$ cat src/rtl/ram_arbiter_if.sv
// Bundle of requester-side and RAM-side signals shared by the arbiter and its users.
// The slave modport is the arbiter's view; master is the view of everything around it.
interface ram_arbiter_if #(
   parameter int CHANNELS = 2,
   parameter int DATA_W   = 32,
   parameter int ADDR_W   = 32
);
   logic [CHANNELS-1:0]        req_ce_i;
   logic [CHANNELS-1:0]        req_we_i;
   logic [4*CHANNELS-1:0]      req_sel_i;
   logic [ADDR_W*CHANNELS-1:0] req_addr_i;
   logic [DATA_W*CHANNELS-1:0] req_data_i;
   logic [DATA_W-1:0]          resp_data_o;
   logic [CHANNELS-1:0]        resp_ready_o;
   logic [CHANNELS-1:0]        resp_err_o;
   logic [ADDR_W-1:0]          ram_addr_o;
   logic                       ram_we_o;
   logic [3:0]                 ram_sel_o;
   logic [DATA_W-1:0]          ram_data_o;
   logic                       ram_ce_o;
   logic [DATA_W-1:0]          ram_data_i;
   logic                       ram_ready_i;
   logic [CHANNELS-1:0]        grant_o;

   modport slave (
      input  req_ce_i, req_we_i, req_sel_i, req_addr_i, req_data_i,
      input  ram_data_i, ram_ready_i,
      output resp_data_o, resp_ready_o, resp_err_o,
      output ram_addr_o, ram_we_o, ram_sel_o, ram_data_o, ram_ce_o, grant_o
   );

   modport master (
      output req_ce_i, req_we_i, req_sel_i, req_addr_i, req_data_i,
      output ram_data_i, ram_ready_i,
      input  resp_data_o, resp_ready_o, resp_err_o,
      input  ram_addr_o, ram_we_o, ram_sel_o, ram_data_o, ram_ce_o, grant_o
   );
endinterface

$ cat src/rtl/ram_arbiter.sv
// Multi-channel arbiter sharing one RAM port: IDLE picks a winner, BUSY holds the
// latched request until ready or timeout, DONE is a one-cycle guard before re-arbitration.
module ram_arbiter #(
   parameter int CHANNELS = 2,
   parameter int DATA_W   = 32,
   parameter int ADDR_W   = 32,
   parameter int RR_MODE  = 0,
   parameter int TIMEOUT  = 255
) (
   input  logic           clk,
   input  logic           rst,
   ram_arbiter_if.slave   bus
);
   localparam int IDX_W = $clog2(CHANNELS);
   localparam int CNT_W = (TIMEOUT < 2) ? 1 : $clog2(TIMEOUT);
   localparam logic [CNT_W-1:0] TMO_LAST = CNT_W'((TIMEOUT > 0) ? TIMEOUT - 1 : 0);

   typedef enum logic [1:0] {IDLE, BUSY, DONE} state_t;

   state_t              state_reg;
   logic [IDX_W-1:0]    owner_reg;
   logic [IDX_W-1:0]    last_grant_reg;
   logic [CNT_W-1:0]    cnt_reg;
   logic [CHANNELS-1:0] grant_reg;
   logic [CHANNELS-1:0] resp_ready_reg;
   logic [CHANNELS-1:0] resp_err_reg;
   logic [DATA_W-1:0]   resp_data_reg;
   logic [ADDR_W-1:0]   ram_addr_reg;
   logic                ram_we_reg;
   logic [3:0]          ram_sel_reg;
   logic [DATA_W-1:0]   ram_data_reg;
   logic                ram_ce_reg;

   logic [IDX_W-1:0]    win_idx;
   logic                win_found;
   int                  cand;

   logic [3:0]          sel_arr   [CHANNELS];
   logic [ADDR_W-1:0]   addr_arr  [CHANNELS];
   logic [DATA_W-1:0]   wdata_arr [CHANNELS];

   genvar gi;
   generate
      for (gi = 0; gi < CHANNELS; gi++) begin : g_unpack
         assign sel_arr[gi]   = bus.req_sel_i[4*gi +: 4];
         assign addr_arr[gi]  = bus.req_addr_i[ADDR_W*gi +: ADDR_W];
         assign wdata_arr[gi] = bus.req_data_i[DATA_W*gi +: DATA_W];
      end
   endgenerate

   // Round-robin starts the scan one past the previous owner; fixed mode starts at 0.
   always_comb begin
      win_idx   = '0;
      win_found = 1'b0;
      cand      = 0;
      for (int i = 0; i < CHANNELS; i++) begin
         cand = (RR_MODE != 0) ? (int'(last_grant_reg) + 1 + i) % CHANNELS : i;
         if (!win_found && bus.req_ce_i[cand]) begin
            win_found = 1'b1;
            win_idx   = IDX_W'(cand);
         end
      end
   end

   always_ff @(posedge clk or negedge rst) begin
      if (!rst) begin
         state_reg      <= IDLE;
         owner_reg      <= '0;
         last_grant_reg <= IDX_W'(CHANNELS - 1);
         cnt_reg        <= '0;
         grant_reg      <= '0;
         resp_ready_reg <= '0;
         resp_err_reg   <= '0;
         resp_data_reg  <= '0;
         ram_addr_reg   <= '0;
         ram_we_reg     <= 1'b0;
         ram_sel_reg    <= '0;
         ram_data_reg   <= '0;
         ram_ce_reg     <= 1'b0;
      end else begin
         resp_ready_reg <= '0;
         resp_err_reg   <= '0;
         case (state_reg)
            IDLE: begin
               if (win_found) begin
                  owner_reg      <= win_idx;
                  last_grant_reg <= win_idx;
                  grant_reg      <= CHANNELS'(1) << win_idx;
                  ram_addr_reg   <= addr_arr[win_idx];
                  ram_we_reg     <= bus.req_we_i[win_idx];
                  ram_sel_reg    <= sel_arr[win_idx];
                  ram_data_reg   <= wdata_arr[win_idx];
                  ram_ce_reg     <= 1'b1;
                  cnt_reg        <= '0;
                  state_reg      <= BUSY;
               end
            end
            BUSY: begin
               cnt_reg <= cnt_reg + 1'b1;
               // Ready is checked first so a simultaneous timeout never reports an error.
               if (bus.ram_ready_i) begin
                  resp_data_reg             <= bus.ram_data_i;
                  resp_ready_reg[owner_reg] <= 1'b1;
                  ram_ce_reg                <= 1'b0;
                  state_reg                 <= DONE;
               end else if ((TIMEOUT > 0) && (cnt_reg == TMO_LAST)) begin
                  resp_err_reg[owner_reg] <= 1'b1;
                  ram_ce_reg              <= 1'b0;
                  state_reg               <= DONE;
               end
            end
            DONE: begin
               grant_reg <= '0;
               state_reg <= IDLE;
            end
            default: state_reg <= IDLE;
         endcase
      end
   end

   assign bus.grant_o      = grant_reg;
   assign bus.resp_ready_o = resp_ready_reg;
   assign bus.resp_err_o   = resp_err_reg;
   assign bus.resp_data_o  = resp_data_reg;
   assign bus.ram_addr_o   = ram_addr_reg;
   assign bus.ram_we_o     = ram_we_reg;
   assign bus.ram_sel_o    = ram_sel_reg;
   assign bus.ram_data_o   = ram_data_reg;
   assign bus.ram_ce_o     = ram_ce_reg;
endmodule

$ cat src/flat_wrapper.sv
// flat-port wrapper written by rule: the top's interface ports become plain ports
module ram_arbiter_flat 
#(
   parameter int CHANNELS = 2,
   parameter int DATA_W   = 32,
   parameter int ADDR_W   = 32,
   parameter int RR_MODE  = 0,
   parameter int TIMEOUT  = 255
)
  (clk, rst, bus_req_ce_i, bus_req_we_i, bus_req_sel_i, bus_req_addr_i, bus_req_data_i, bus_ram_data_i, bus_ram_ready_i, bus_resp_data_o, bus_resp_ready_o, bus_resp_err_o, bus_ram_addr_o, bus_ram_we_o, bus_ram_sel_o, bus_ram_data_o, bus_ram_ce_o, bus_grant_o);
  ram_arbiter_if #(.CHANNELS(CHANNELS), .DATA_W(DATA_W), .ADDR_W(ADDR_W)) bus_i ();
  input  logic clk;
  input  logic rst;
  input wire logic [$bits(bus_i.req_ce_i)-1:0] bus_req_ce_i;
  input wire logic [$bits(bus_i.req_we_i)-1:0] bus_req_we_i;
  input wire logic [$bits(bus_i.req_sel_i)-1:0] bus_req_sel_i;
  input wire logic [$bits(bus_i.req_addr_i)-1:0] bus_req_addr_i;
  input wire logic [$bits(bus_i.req_data_i)-1:0] bus_req_data_i;
  input wire logic [$bits(bus_i.ram_data_i)-1:0] bus_ram_data_i;
  input wire logic [$bits(bus_i.ram_ready_i)-1:0] bus_ram_ready_i;
  output wire logic [$bits(bus_i.resp_data_o)-1:0] bus_resp_data_o;
  output wire logic [$bits(bus_i.resp_ready_o)-1:0] bus_resp_ready_o;
  output wire logic [$bits(bus_i.resp_err_o)-1:0] bus_resp_err_o;
  output wire logic [$bits(bus_i.ram_addr_o)-1:0] bus_ram_addr_o;
  output wire logic [$bits(bus_i.ram_we_o)-1:0] bus_ram_we_o;
  output wire logic [$bits(bus_i.ram_sel_o)-1:0] bus_ram_sel_o;
  output wire logic [$bits(bus_i.ram_data_o)-1:0] bus_ram_data_o;
  output wire logic [$bits(bus_i.ram_ce_o)-1:0] bus_ram_ce_o;
  output wire logic [$bits(bus_i.grant_o)-1:0] bus_grant_o;
  assign bus_i.req_ce_i = bus_req_ce_i;
  assign bus_i.req_we_i = bus_req_we_i;
  assign bus_i.req_sel_i = bus_req_sel_i;
  assign bus_i.req_addr_i = bus_req_addr_i;
  assign bus_i.req_data_i = bus_req_data_i;
  assign bus_i.ram_data_i = bus_ram_data_i;
  assign bus_i.ram_ready_i = bus_ram_ready_i;
  assign bus_resp_data_o = bus_i.resp_data_o;
  assign bus_resp_ready_o = bus_i.resp_ready_o;
  assign bus_resp_err_o = bus_i.resp_err_o;
  assign bus_ram_addr_o = bus_i.ram_addr_o;
  assign bus_ram_we_o = bus_i.ram_we_o;
  assign bus_ram_sel_o = bus_i.ram_sel_o;
  assign bus_ram_data_o = bus_i.ram_data_o;
  assign bus_ram_ce_o = bus_i.ram_ce_o;
  assign bus_grant_o = bus_i.grant_o;
  ram_arbiter #(.CHANNELS(CHANNELS), .DATA_W(DATA_W), .ADDR_W(ADDR_W), .RR_MODE(RR_MODE), .TIMEOUT(TIMEOUT)) u_core (.clk(clk), .rst(rst), .bus(bus_i));
endmodule
$ cat config.mk
export PLATFORM = sky130hd
export DESIGN_NAME = ram_arbiter_flat
export DESIGN_NICKNAME = d
export VERILOG_FILES = /design/src/rtl/ram_arbiter_if.sv /design/src/rtl/ram_arbiter.sv /design/src/flat_wrapper.sv
export SDC_FILE = /design/constraint.sdc
export NUM_CORES = 1
export LEC_CHECK = 0
export CAP_MARGIN = 10
export CELL_PAD_IN_SITES_DETAIL_PLACEMENT = 0
export CELL_PAD_IN_SITES_GLOBAL_PLACEMENT = 1
export CORE_AREA = 2 2 110 112
export DETAILED_ROUTE_END_ITERATION = 10
export DIE_AREA = 0 0 112 114
export DONT_BUFFER_PORTS = 1
export HOLD_SLACK_MARGIN = 0.08
export PLACE_DENSITY_LB_ADDON = 0.05
export SYNTH_ARGS = -nofsm -noshare
export SYNTH_HDL_FRONTEND = slang
export SYNTH_SLANG_ARGS = --single-unit
$ cat constraint.sdc
create_clock -name clk -period 3.7 [get_ports clk]
set_clock_uncertainty 0.1 [all_clocks]
set_input_delay 0.74 -clock clk [delete_from_list [all_inputs] [get_ports clk]]
set_output_delay 0.74 -clock clk [all_outputs]
set_load 0.02 [all_outputs]
---- Yosys cells after proc, flatten, opt, wreduce, memory -nomap -nowiden ----
Index checks and enable logic that the tools add are counted.
word-level totals
  input bits .............................. 175
  word-level logic and storage cells ...... 69
  output and inout port bits .............. 108
  flip-flop bits (word level) ............. 119
cells by class
  bitwise logic cells ..................... 1
  reductions and logical operators ........ 12
  eq/ne operators ......................... 5
  magnitude comparators ................... 4
  muxes and demuxes ....................... 33
  shift operators ......................... 1
  add/subtract/negate cells ............... 1
operators by type and width
  kind                                                                           number
  32-bit two-way mux                                                             6
  2-bit two-way mux                                                              9
  8-bit case mux with 2 select lines                                             1
  4-bit two-way mux                                                              3
  2-bit AND reduction                                                            5
  1-bit two-way mux                                                              9
  8-bit by 1-bit adder with 8-bit output (second input constant)                 1
  8-bit equality test (second input constant)                                    1
  8-bit two-way mux                                                              1
  2-bit case mux with 2 select lines                                             2
  1-bit by 2-bit less-than comparator with 1-bit output (second input constant)  2
  2-bit nonzero test                                                             2
  3-bit by 2-bit inequality test with 1-bit output (second input constant)       1
  3-bit AND reduction                                                            1
  2-bit by 1-bit equality test with 1-bit output (second input constant)         1
  2-bit equality test (second input constant)                                    1
  2-bit >= comparator (second input constant)                                    1
  1-bit logical AND                                                              2
  2-bit zero test                                                                1
  2-bit by 1-bit inequality test with 1-bit output (second input constant)       1
  1-bit NOT with 2-bit output                                                    1
  1-bit case mux with 2 select lines                                             1
  1-bit by 1-bit << shifter with 2-bit output (first input constant)             1
  1-bit demux with 1-bit select                                                  1
  2 further kinds                                                                2

---- Logic depth before layout (Yosys ltp) ----
Gate-level depths: netlist (run 1).
  word-level depth ........................ 8
  depth in mapped cells ................... 6
  gate-level depth less buffers ........... 5

---- Worst setup path after synthesis (run 1) ----
No wires, ideal clock.
  path type ............................... in2reg
  from .................................... input bus_req_ce_i[1]
  to ...................................... register u_core.ram_addr_reg[10], in the netlist u_core.bus.ram_addr_o[10]
  buffers on the path ..................... 2
  cell stages on the path ................. 5
  required time ........................... 3,474 ps
  setup time .............................. 126 ps
  path slack .............................. 1,928 ps
  arrival ................................. 1,546 ps
  cell sequence ........................... nor4b_4 buf_4 buf_4 and2_1 a221o_1
between the ends
  cells in the longest elaborated chain, start to end .. 6
  elaborated cells on any way between the ends .. 8
  those cells by class .................... mux: 5; bitwise: 1; reduce/logical: 2
RTL lines
  item                                                    RTL line            source
  from (decl)                                             flat_wrapper.sv:14  input wire logic [$bits(bus_i.req_ce_i)-1:0] bus_req_ce_i;
  1-bit logical AND *                                     ram_arbiter.sv:58   if (!win_found && bus.req_ce_i[cand]) begin
  1-bit two-way mux                                       ram_arbiter.sv:58
  1-bit NOT with 2-bit output (not written as such)       ram_arbiter.sv:89   ram_addr_reg <= addr_arr[win_idx];
  32-bit two-way mux (not written as such) (3 in series)  ram_arbiter.sv:89
  to (signal assigned)                                    ram_arbiter.sv:89
  to (decl)                                               ram_arbiter.sv:28   logic [ADDR_W-1:0] ram_addr_reg;
Every way passes the cells marked *; elsewhere a longest branch is shown, timed or not. The select of a mux whose other input is x is not followed.
A chain may end at the register's enable or synchronous reset.

---- Worst setup path after layout (run 1) ----
  from .................................... register u_core.state_reg[1]
  to ...................................... register u_core.ram_addr_reg[28], in the netlist u_core.bus.ram_addr_o[28]
between the ends
  cells in the longest elaborated chain, start to end .. 2
RTL lines
  item                                  RTL line            source
  from (decl)                           ram_arbiter.sv:20   state_t state_reg;
  from (signal assigned)                ram_arbiter.sv:67   state_reg <= IDLE;
  from (signal assigned)                ram_arbiter.sv:95   state_reg <= BUSY;
  from (signal assigned)                ram_arbiter.sv:105  state_reg <= DONE;
  2-bit zero test                       ram_arbiter.sv:83   case (state_reg)
  2-bit AND reduction (no source line)  n/a
No other way between the ends.

==> results of run 1 <==
[how the worst max path moves through the flow]
stage,from,to,slack (ns)
finish,u_core.state_reg[1]$_DFFE_PN0P_,u_core.bus.ram_addr_o[28]$_DFFE_PN0P_,1.39
global route,u_core.state_reg[1]$_DFFE_PN0P_,u_core.bus.ram_data_o[10]$_DFFE_PN0P_,1.23
CTS,u_core.state_reg[1]$_DFFE_PN0P_,u_core.bus.ram_addr_o[28]$_DFFE_PN0P_,1.40
detailed placement,u_core.state_reg[1]$_DFFE_PN0P_,u_core.bus.ram_data_o[5]$_DFFE_PN0P_,1.40
global placement,bus_req_ce_i[0],u_core.bus.ram_addr_o[30]$_DFFE_PN0P_,1.49
floorplan,bus_req_ce_i[1],u_core.bus.ram_addr_o[10]$_DFFE_PN0P_,1.93
[layer usage]
metal / vias up / global-route usage [%] / share of wire [%]
li1: 1406 / - / -
met1: 1543 / 24.0 / 38
met2: 191 / 33.2 / 50
met3: 22 / 8.55 / 9.2
met4: 2 / 9.51 / 2.2
met5: - / 0 / 0.083
[area by class of cell]
cell class                      count  area (um2)
Tap cell                          147         184
Timing Repair Buffer                6        77.6
Fill cell                        1018        5840
Clock buffer                       24         502
Clock inverter                      8         118
Sequential cell                   119        2980
Inverter                            4        15.0
Antenna cell                        1        2.50
Multi-Input combinational cell    228        1990
[critical path, cell delays in order (launching register included)]
cell and delay (ns):
dfrtp_1 0.48, nor2_2 0.24, and2_2 0.88, buf_4 0.32, a221o_1 0.17
[synthesized netlist by cell type, drive strengths merged (2+ instances only)]
cell	instances
dfrtp	119
and2	70
a221o	69
mux2	32
buf	17
clkbuf	11
nand2	7
nor2	7
o21ai	7
mux2i	5
and3	4
inv	4
a21oi	3
nand4	3
ha	2
nand3	2
nor3b	2
o22ai	2
or2	2
[logic make-up after synthesis]
| family | Yosys count | share of synthesized area [%] |
|---|---|---|
| multiplexers | 37 | 10.0 |
| buffers and inverters | 32 | 4.21 |
| adder cells (fa/ha/maj) | 2 | 0.483 |
| XOR/XNOR | 1 | 0.169 |
| AND/OR/NAND/NOR | 101 | 12.1 |
| flip-flops | 119 | 57.5 |
| AO/OA/AOI/OAI | 87 | 15.4 |
[metrics by stage]
step	area (um2)	worst slack (ns)	power, mW	hold slack [ns]	instances
6_report	5870	1.39	6.16	0.200	537
5_1_grt	5870	1.23	6.46	0.238	537
4_1_cts	5870	1.40	6.22	0.213	536
3_5_place_dp	5220	1.40	4.45	0.347	503
3_3_place_gp	5220	1.49	4.42	0.347	503
2_1_floorplan	5180	1.93	4.13	0.339	379
[power groups by stage]
stage | clock (mW) | sequential [mW] | combinational, mW
2_1_floorplan | 0 | 2.93 | 1.19
3_3_place_gp | 0 | 3.15 | 1.27
3_5_place_dp | 0 | 3.13 | 1.32
4_1_cts | 1.74 | 3.13 | 1.35
5_1_grt | 1.80 | 3.19 | 1.48
6_report | 1.71 | 3.12 | 1.33
[placed cells by master, fill, tap and decap left out, drive strengths merged, types with 4 or more instances in the layout]
cell type,count
dfrtp,119
and2,70
a221o,69
mux2,32
clkbuf,24
nor2,7
nand2,7
o21ai,7
buf,6
mux2i,5
inv,4
and3,4
clkinv,4
==> flow_summary.ini, run 1 <==
[floorplanning]
start_util_pct = 44.2
core-area_um2 = 11700
die_w_um = 112
num_io_pins = 283
die_y_um = 114
num_rows = 40
dieArea_um2 = 12800

[global_route]
grt_pass1_vias = 3310
overflow = 0
grt_max_degree = 120
grt.total_usage_pct = 20.5
grt_pass1_wl_mm = 19.6
antenna_found_initial = 2

[run_status]
status = complete, no violations

[setup_path]
rrSetupSlack_ns = 1.39
cp.arrival_ns = 2.55
r2r_end = u_core.bus.ram_addr_o[28]$_DFFE_PN0P_
r2r-start = u_core.state_reg[1]$_DFFE_PN0P_
end_kind = flip-flop
cp_data_required_time_ns = 3.94
reg2reg_depth = 4
critPathLaunchType = flip-flop
path_class = reg -> reg
path_max_fanout = 52

[logic_synthesis]
syn_area_um2 = 5180
ys_seq_elements = 119
yosysUniqueCellTypes = 36
ys_seq_area_share_pct = 57.5
synth_warnings = 0
syn-instance-count = 379
synth_edf_count = 0
syn_avg_cell_area_um2 = 13.7
yosys.area.top_type = dfrtp_1
syn_nets = 556
synth_top_area_share_pct = 57.5
ys.flop_type = dfrtp_1
ys_top_cells_by_area = dfrtp_1 58%, a221o_1 13%, and2_1 8.5%
async_flop_share_pct = 100

[timing]
setup_violations = 0
fin_crit_sh_pct = 62.3
max_slew_margin_pct = 28.5
post-route-min-period_ns = 2.31
final_max_slew_viol_count = 0
fin_setup_tns_ns = 0
hold_viol_final = 0
clock.fmax_mhz = 434
worstMarginPinSlew_ns = 1.07
rsz0062_at_grt = false

[power_and_ir_drop]
power.density_nw_per_um2 = 1050
power_leakage_nw = 2.71
p_seq_share_pct = 50.7
clock_power_share_pct = 27.7
ir_worst_vdd_mv = 0.552
p_sw_share_pct = 38.3
p_sw_mw = 2.36
internal_power_mw = 3.80
p_comb_share_pct = 21.6

[clock_tree]
cts_buffers = 17
cts.repair.resized = 0
clkLatencyLatePin_ns = 0.41
cts_tree = done
htreeDepth = 4
postCtsSetupBuffers = 0
cts_hold_buf = 1
clock_sinks = 119
cts_root_buffer = clkbuf_16
clockBufferDepth = 2
clkTransAtPathRegs_ns = 0.05

[layout]
layout.nets = 553
fin_util_pct = 50.1
area_growth_pct = 13.4
final_layout_size_suffix_gt1_share_pct = 19.3

[drt]
dr.pass1.iters = 4
drt_iter0_drc = 207
finalWirelength_mm = 13.2
dr_total_vias = 3164
ant_nets = 0
viasPerCell = 5.89
post_drt_wl_per_cell_um = 24.5
drc_errors = 0

[placed_design]
hpwlAfterDp_mm = 9.00
routabilityCongestion = 0.717
place.port_buffers = 0

[job]
max_cap_violations = 0

[min_path]
hp-class = in -> async
(Power assumes the default switching activity.)
==> run 2, diff against run 1 <==
--- a/config.mk
+++ b/config.mk
@@ -8,9 +8,8 @@
 export CAP_MARGIN = 10
 export CELL_PAD_IN_SITES_DETAIL_PLACEMENT = 0
 export CELL_PAD_IN_SITES_GLOBAL_PLACEMENT = 1
-export CORE_AREA = 2 2 110 112
+export CORE_UTILIZATION = 43
 export DETAILED_ROUTE_END_ITERATION = 10
-export DIE_AREA = 0 0 112 114
 export DONT_BUFFER_PORTS = 1
 export HOLD_SLACK_MARGIN = 0.08
 export PLACE_DENSITY_LB_ADDON = 0.05
==> constraint.sdc (replaced) <==
create_clock -name clk -period 2 [get_ports clk]
set_clock_uncertainty 0.1 [all_clocks]
set_input_delay 0.4 -clock clk [delete_from_list [all_inputs] [get_ports clk]]
set_output_delay 0.4 -clock clk [all_outputs]
set_load 0.02 [all_outputs]
==> run 2 against run 1 <==
  * The flow now finishes with violations (design-rule violations, negative hold slack)
  * Non-clock buffer count is 107 higher
  * Sequential power is 86% higher
  * Global-route usage is 3.0 points higher
  * Sequential cell count stayed put
  * Maximum frequency is 28% higher
  * Setup slack worse by 1.2 ns
  * Die area is 2.3% lower
  * Highest routed layer is now met4
==> flow_summary.ini, run 2 (same netlist as run 1, synthesis figures left out) <==
[timing]
post-route-min-period_ns = 1.80
fin_crit_sh_pct = 90.0
setup_violations = 0
fin_hold_ws_ns = -0.420
rsz0062_at_grt = false
max_slew_margin_pct = 68.7
hold_viol_final = 119
worstMarginPinSlew_ns = 0.467
clock.fmax_mhz = 556
final_max_slew_viol_count = 0
fin_setup_tns_ns = 0

[run_status]
violations = design-rule violations, negative hold slack
status = complete, but fails checks

[global_route]
grt_max_degree = 120
grt_pass1_wl_mm = 22.0
antenna_found_initial = 0
grt.total_usage_pct = 23.5
overflow = 0
grt_pass1_vias = 3931

[layout]
layout_commonest_cell = dfrtp_1
fin_util_pct = 60.8
final_area_um2 = 7030
fill_cells = 871
antenna_cells = 0
area_growth_pct = 35.8
layout.cells.non_filler = 639
final_cell_mix = 119 x dfrtp_1, 105 x dlygate4sd3_1, 69 x and2_1, 69 x a221o_1, 29 x mux2_4
final_layout_size_suffix_gt1_share_pct = 15.3
layout.nets = 660

[clock_tree]
cts_root_buffer = clkbuf_16
cts_tree = done
cts.repair.resized = 0
cts_hold_buf = 105
clkLatencyLatePin_ns = 0.41
htreeDepth = 4
clkTransAtPathRegs_ns = 0.05
cts_buffers = 17
clock_sinks = 119
clockBufferDepth = 2

[floorplanning]
start_util_pct = 44.8
dieArea_um2 = 12500
die_w_um = 112
num_rows = 39
num_io_pins = 283
die_y_um = 112
core-area_um2 = 11600

[drt]
finalWirelength_mm = 13.9
dr.pass1.iters = 8
ant_nets = 0
viasPerCell = 5.58
drt_iter0_drc = 191
drc_errors = 17
dr_total_vias = 3563
post_drt_wl_per_cell_um = 21.8

[power_and_ir_drop]
fin_total_pwr_mw = 12.1
power_leakage_nw = 3.21
power.density_nw_per_um2 = 1730
ir_worst_vdd_mv = 0.959

[placed_design]
routabilityCongestion = 0.737
placed_cell_area_um2 = 5260
dp_cells = 502
place.port_buffers = 0
hpwlAfterDp_mm = 8.57

[setup_path]
critPathTopFamily = flip-flops
slowest_stage = dfrtp_1
cpPeakStageDelay_ns = 0.51
r2r-start = u_core.state_reg[1]$_DFFE_PN0P_
end_kind = flip-flop
rrSetupSlack_ns = 0.20
cp.arrival_ns = 1.99
crit_buf_inv = 1
path_class = reg -> reg
reg2reg_depth = 4
r2r_end = u_core.bus.resp_data_o[31]$_DFFE_PN0P_
path_depth = 4
cp_data_required_time_ns = 2.19
critPathLaunchType = flip-flop
worstPathCellList = and2b_1 > nand2_4 > buf_12 > mux2_2
path_max_fanout = 20

[job]
max_cap_violations = 0

[min_path]
hp-class = in -> async
run 2: changes by cell type in the layout (fill, tap and decap cells not counted), sizes merged:
cell	previous run	this run
bufinv	3	7
clkbuf	24	25
buf	6	8
diode	1	0
clkinvlp	1	0
dlygate4sd3	0	105
clkinv	4	0
run 2: cell type report:
class	count	area [um2]	area share, %
repair buffers	113	1150	16.3
multi-input cells	228	1990	28.4
flip-flops and latches	119	2980	42.4
clock buffers	25	505	7.19
well taps	143	179	2.55
inverters	4	15.0	0.214
clock inverters	7	210	2.99
run 2: timing repair:
item	4_1_cts	5_1_grt
setup buffers	0	0
endpoints found under the hold margin	226	119
endpoints found under the setup margin	0	0
run 2: how the worst max path moves through the flow:
stage                                    start                                endpoint  slack (ns)
6_report       u_core.state_reg[1]$_DFFE_PN0P_  u_core.bus.resp_data_o[31]$_DFFE_PN0P_        0.20
5_1_grt        u_core.state_reg[1]$_DFFE_PN0P_  u_core.bus.resp_data_o[31]$_DFFE_PN0P_        0.11
4_1_cts        u_core.state_reg[1]$_DFFE_PN0P_  u_core.bus.resp_data_o[31]$_DFFE_PN0P_        0.19
3_5_place_dp   u_core.state_reg[1]$_DFFE_PN0P_  u_core.bus.resp_data_o[31]$_DFFE_PN0P_        0.21
3_3_place_gp   u_core.state_reg[1]$_DFFE_PN0P_   u_core.bus.resp_data_o[1]$_DFFE_PN0P_        0.26
2_1_floorplan  u_core.state_reg[1]$_DFFE_PN0P_  u_core.bus.resp_data_o[10]$_DFFE_PN0P_        0.41
run 2: layer usage:
layer / wire, um / up-vias / track usage, %
met1: 5340 / 1728 / 27.2
met2: 7150 / 190 / 38.1
met4: 258 / 0 / 12.7
met5: 0 / - / 0
met3: 1160 / 19 / 8.44
li1: - / 1626 / -
run 2: metrics by stage:
step | hold WS, ns | worst slack, ns
after global routing | -0.446 | 0.111
after CTS | -0.445 | 0.190
after detailed placement | 0.00691 | 0.215
after floorplan | 0.00441 | 0.409
final | -0.420 | 0.200
after global placement | 0.00760 | 0.263
run 2: report_power, final:
group,switching (mW),internal (mW)
Clock,1.04,2.63
Combinational,1.07,1.59
Sequential,2.28,3.51
